===== src/rtl/uart_tx_arb.sv =====
// Round-robin arbiter and sequencer that shares one UART transmitter between NUM_REQ byte
// requesters. It adds a programmable gap after each byte and has a watchdog for a lost tx_done.
module uart_tx_arb #(
   parameter int NUM_REQ = 3,
   parameter int GAP_CYC = 16,
   parameter int TIMEOUT = 65535
) (
   input  logic                 clk,
   input  logic                 rst_n,
   input  logic                 en,
   input  logic [NUM_REQ-1:0]   req,
   input  logic [8*NUM_REQ-1:0] req_data,
   output logic [NUM_REQ-1:0]   ack,
   output logic                 trmt,
   output logic [7:0]           tx_data,
   input  logic                 tx_done,
   output logic                 busy,
   output logic                 tx_err
);

   localparam int PW = (NUM_REQ > 1) ? $clog2(NUM_REQ) : 1;
   localparam int WW = (TIMEOUT > 1) ? $clog2(TIMEOUT) : 1;
   localparam int GW = (GAP_CYC > 0) ? $clog2(GAP_CYC + 1) : 1;

   typedef enum logic [1:0] {
      S_IDLE = 2'd0,
      S_BUSY = 2'd1,
      S_GAP  = 2'd2
   } state_t;

   state_t               r_state;
   state_t               w_state_next;
   logic [PW-1:0]        r_ptr;
   logic [WW-1:0]        r_wd;
   logic [GW-1:0]        r_gap;
   logic [NUM_REQ-1:0]   r_ack;
   logic                 r_trmt;
   logic [7:0]           r_tx_data;
   logic                 r_tx_err;

   logic [PW-1:0]        w_win;
   logic [PW-1:0]        w_ptr_next;
   logic [7:0]           w_win_data;
   logic [NUM_REQ-1:0]   w_win_onehot;
   logic                 w_any;
   logic                 w_timeout;
   logic                 w_grant;
   logic                 w_abort;

   // First pending requester at or above the pointer, wrapping around.
   function automatic logic [PW-1:0] rr_pick(input logic [NUM_REQ-1:0] r,
                                             input logic [PW-1:0]      p);
      int            idx;
      logic [PW-1:0] sel;
      rr_pick = p;
      for (int k = NUM_REQ - 1; k >= 0; k--) begin
         idx = int'(p) + k;
         if (idx >= NUM_REQ) idx = idx - NUM_REQ;
         sel = PW'(idx);
         if (r[sel]) rr_pick = sel;
      end
   endfunction

   assign w_any      = |req;
   assign w_win      = rr_pick(req, r_ptr);
   assign w_ptr_next = (w_win == PW'(NUM_REQ - 1)) ? '0 : w_win + 1'b1;
   assign w_timeout  = (r_wd == WW'(TIMEOUT - 1));

   for (genvar gi = 0; gi < NUM_REQ; gi++) begin : g_onehot
      assign w_win_onehot[gi] = (w_win == PW'(gi));
   end

   always_comb begin
      w_win_data = 8'h00;
      for (int i = 0; i < NUM_REQ; i++) begin
         if (w_win == PW'(i)) w_win_data = req_data[8*i +: 8];
      end
   end

   always_ff @(posedge clk or negedge rst_n) begin
      if (!rst_n) r_state <= S_IDLE;
      else        r_state <= w_state_next;
   end

   // tx_done takes priority over the watchdog when both land in the same cycle.
   always_comb begin
      w_state_next = r_state;
      case (r_state)
         S_IDLE:  if (en && w_any) w_state_next = S_BUSY;
         S_BUSY: begin
            if (tx_done)        w_state_next = (GAP_CYC == 0) ? S_IDLE : S_GAP;
            else if (w_timeout) w_state_next = S_IDLE;
         end
         S_GAP:   if (r_gap <= GW'(1)) w_state_next = S_IDLE;
         default: w_state_next = S_IDLE;
      endcase
   end

   always_comb begin
      w_grant = (r_state == S_IDLE) && en && w_any;
      w_abort = (r_state == S_BUSY) && !tx_done && w_timeout;
   end

   always_ff @(posedge clk or negedge rst_n) begin
      if (!rst_n) begin
         r_ptr     <= '0;
         r_wd      <= '0;
         r_gap     <= '0;
         r_ack     <= '0;
         r_trmt    <= 1'b0;
         r_tx_data <= 8'h00;
         r_tx_err  <= 1'b0;
      end else begin
         r_trmt   <= w_grant;
         r_ack    <= w_grant ? w_win_onehot : '0;
         r_tx_err <= w_abort;
         if (w_grant) begin
            r_tx_data <= w_win_data;
            r_ptr     <= w_ptr_next;
         end
         if (w_grant)                r_wd <= '0;
         else if (r_state == S_BUSY) r_wd <= r_wd + 1'b1;
         if (r_state == S_BUSY && tx_done)         r_gap <= GW'(GAP_CYC);
         else if (r_state == S_GAP && r_gap != '0) r_gap <= r_gap - 1'b1;
      end
   end

   assign ack     = r_ack;
   assign trmt    = r_trmt;
   assign tx_data = r_tx_data;
   assign tx_err  = r_tx_err;
   assign busy    = (r_state != S_IDLE);

endmodule

===== config.mk =====
export PLATFORM = sky130hd
export DESIGN_NAME = uart_tx_arb
export DESIGN_NICKNAME = d
export VERILOG_FILES = /design/src/rtl/uart_tx_arb.sv
export SDC_FILE = /design/constraint.sdc
export NUM_CORES = 1
export LEC_CHECK = 0
export ABC_AREA = 1
export CAP_MARGIN = 20
export CORE_MARGIN = 4
export CORE_UTILIZATION = 50
export CTS_CLUSTER_DIAMETER = 200
export CTS_CLUSTER_SIZE = 25
export DETAILED_ROUTE_END_ITERATION = 10
export MAX_ROUTING_LAYER = met4
export PLACE_DENSITY = 0.77
export SLEW_MARGIN = 20
export SYNTH_ARGS = -nofsm -noshare
export SYNTH_HDL_FRONTEND = slang
export SYNTH_SLANG_ARGS = --single-unit

===== constraint.sdc =====
create_clock -name clk -period 2.2 [get_ports clk]
set_input_delay 0.44 -clock clk [delete_from_list [all_inputs] [get_ports clk]]
set_output_delay 0.44 -clock clk [all_outputs]
set_load 0.005 [all_outputs]

==> run_results.csv <==
group,metric,value,unit
timing,min_period,2030,ps
logic_synthesis,yosys.cell_types.count,27,
detailed_routing,final_antenna_net_count,0,
critical_path,cp-end-kind,"flip-flop",
timing,finalHoldViolCount,0,
logic_synthesis,synth_ff_type,"dfrtp_1",
pwr,leakage,1.475,nW
critical_path,timing.setup.critical_path_class,"reg2reg",
cts,clkLatencyLatePin,290,ps
critical_path,cp_slowest_cell,"ha_1",
detailed_routing,wl,5269,µm
critical_path,path_common_cell,"nand2_1",
worst_hold_path,hold_class,"in2async",
placed_design,placedCellCount,419,
status,run_status,"finished, final reports clean",
logic_synthesis,synth_area_per_cell,7.266,µm²
layout,non_filler_instances,427,
global_route,globalRouteMet3Util,4.610,%
critical_path,critical_path.cell_chain,"inv_1 > ha_1 > inv_2 > nand2_1 > nand3_2 > o21ai_2 > nand3_2 > nand2_2 > nand2_4 > nor2_4 > nand2_1 > nand2_1 > nand2_1 > nand2_1",
critical_path,rrSetupSlack,170,ps
logic_synthesis,synth_cells,322,
logic_synthesis,synth-seq-area-share,40.64,%
pwr,ir_drop,0.0005373,V
floorplan,row_count,24,
logic_synthesis,postSynthRegisterBits,38,
timing,slew_headroom,73.92,%
floorplan,num_io_pins,45,
global_route,grt_util_all_layers,19.87,%
layout,post_route_cells_drive_above_1_share,12.27,%
logic_synthesis,synth_top_cell_area_share,40.64,%
timing,setup_viol,0,
cts,sink_count_of_the_clock_tree,38,
global_route,grt_antenna_before_repair,0,
pwr,power_density,1226,nW/µm²
cts,clk_path_buf_depth,2,
critical_path,crit_required,2430,ps
floorplan,start_util,52.65,%
detailed_routing,routed_wire_length_per_instance,12.34,µm
global_route,maximum_number_of_pins_on_one_net_before_global_route_repair,20,
logic_synthesis,total_of_warnings_raised_by_yosys,0,
detailed_routing,detail_route.first_pass.iterations,4,
global_route,grt_pass1_vias,2023,
timing,finalHoldWorstSlack,36.94,ps
logic_synthesis,synth_area,2340,µm²
layout,final_nets,413,
logic_synthesis,synth.cells.most_frequent,"93 x nand2_1, 57 x inv_1, 38 x dfrtp_1",
logic_synthesis,syn-num-nets,361,
placed_design,number_of_port_buffers,44,
cts,tritoncts.num_buffers,5,
logic_synthesis,top_cells_by_area_synth,"dfrtp_1 41%, nand2_1 15%, inv_1 9.1%",
critical_path,critPathLaunchType,"flip-flop",
critical_path,worst-path-max-fanout,19,
cts,cts_max_level,2,
critical_path,cpPeakStageDelay,420,ps
job,maxCapViolations,0,
global_route,use_met1,24.27,%
detailed_routing,vias,2129,
global_route,grt_first_pass_wirelength,9232,µm
global_route,grt_busiest_layer,"met2",
logic_synthesis,largest_area_contributor_in_the_netlist,"dfrtp_1",
timing,setup_repair_after_global_routing_missed_its_margin,"false",
timing,part_of_the_cycle_the_worst_path_needs,92.26,%
detailed_routing,detail_route.drc_violations,0,
critical_path,ff2ff_path_depth,14,
cts,cts_tree,"yes",
logic_synthesis,async_reset_ff_share,100.0,%
critical_path,critPathArrivalTime,2260,ps
cts,clock-root-buffer,"clkbuf_8",
timing,worst-slew-pin-transition,389.4,ps
pwr,power,3.644,mW
layout,layout.filler_cells,395,
logic_synthesis,post-synth-top-count-cell,"nand2_1",
placed_design,post-dp-hpwl,4101,µm
detailed_routing,routed_via_density,4.986,
layout,area.growth.synth_to_final,27.06,%
timing,drv_slew,0,
critical_path,r2r_start,"r_ptr[0]",
timing,achievable-frequency,492.7,MHz
timing,fin_skew,5.694,ps
global_route,gr_overflow_total,0,
cts,path_clk_slew,80,ps
layout,diodes,0,
floorplan,die_outline_width,76.41,µm
floorplan,die_height,76.41,µm
logic_synthesis,count_of_flip_flops_with_a_built_in_enable_after_synthesis,0,
detailed_routing,dr.first_iter.drc_count,140,
floorplan,floorplan.core_area,4444,µm²
floorplan,design.die.area,5838,µm²
global_route,grt_util_met2,32.78,%
critical_path,reg2reg_to,"tx_data[0]",
placed_design,globalplace.congestion,0.8942,
timing,final_critical_path_setup_slack,170.2,ps
placed_design,dp_slack,-29.66,ps
==> through the flow <==
step / setup TNS [ps] / utilization [%] / area (µm²)
6_report: 0 / 66.89 / 2973
5_1_grt: 0 / 66.89 / 2973
2_1_floorplan: 0 / - / 2340
3_3_place_gp: 0 / 64.13 / 2850
3_5_place_dp: -33.36 / 64.13 / 2850
4_1_cts: 0 / 66.69 / 2964
==> power by group <==
group | switching (mW) | internal [mW]
logic | 1.23 | 0.801
registers | 0.125 | 0.889
clock network | 0.259 | 0.337
==> routing by layer <==
| metal | part of all wire [%] | wire length (µm) |
|---|---|---|
| met3 | 3.6 | 189 |
| met2 | 50 | 2644 |
| met1 | 44 | 2312 |
| met4 | 2.3 | 123 |
| met5 | 0 | 0 |
==> how the worst max path moves through the flow <==
stage               slack [ps]     start          to  cells after the start
finish                     170  r_ptr[0]  tx_data[0]                     14
detailed placement         -30    req[1]  tx_data[6]                     12
global placement            50    req[1]  tx_data[4]                     15
floorplan                  440  r_ptr[0]  tx_data[7]                     15
CTS                        190  r_ptr[0]  tx_data[0]                     14
global route                 5  r_ptr[0]  tx_data[1]                     14
==> placed cells by master, fill, tap and decap left out, drive strengths merged <==
master,instances
nand2,98
inv,62
clkdlybuf4s50,43
dfrtp,38
o21ai,29
nand3,26
nor2,26
nor3,9
a21oi,8
ha,8
buf,8
clkbuf,5
a31oi,3
o22ai,3
nand3b,2
clkinvlp,2
nor4,1
a211oi,1
o21bai,1
xor2,1
bufinv,1
==> kinds of logic after synthesis <==
logic type / synth area share, %
simple gates: 31.28
fa+ha+maj: 4.278
xor+xnor: 0.3744
buf+inv: 11.98
flops: 40.64
compound gates: 11.44
==> flip-flops by register name, indices dropped and copies added (netlist names) <==
name     flops
tx_data      8
r_wd        16
r_gap        5
r_state      2
tx_err       1
trmt         1
ack          3
r_ptr        2
==> worst max-delay path, delay by kind of cell (launching register included) <==
kind | cells | cell delay [ps]
adders and majority gates | 1 | 420
and+or+nand+nor | 10 | 960
AOI/OAI and AO/OA | 1 | 80
DFF | 1 | 350
buffers and inverters | 2 | 150
==> cell type report <==
cell class / count / area, µm² / share of cell area, %
Multi-Input combinational cell: 216 / 1122 / 37.75
Sequential cell: 38 / 950.9 / 31.99
Timing Repair Buffer: 51 / 488.0 / 16.41
Inverter: 62 / 232.7 / 7.828
Clock buffer: 5 / 68.82 / 2.315
Tap cell: 52 / 65.06 / 2.189
Clock inverter: 3 / 45.04 / 1.515
==> what timing repair did <==
action                     in CTS  in global routing
setup endpoints to repair       0                  2
gates resized for setup         0                  1
hold buffers                    0                  0
buffers inserted                0                  0
(Power assumes the default switching activity.)
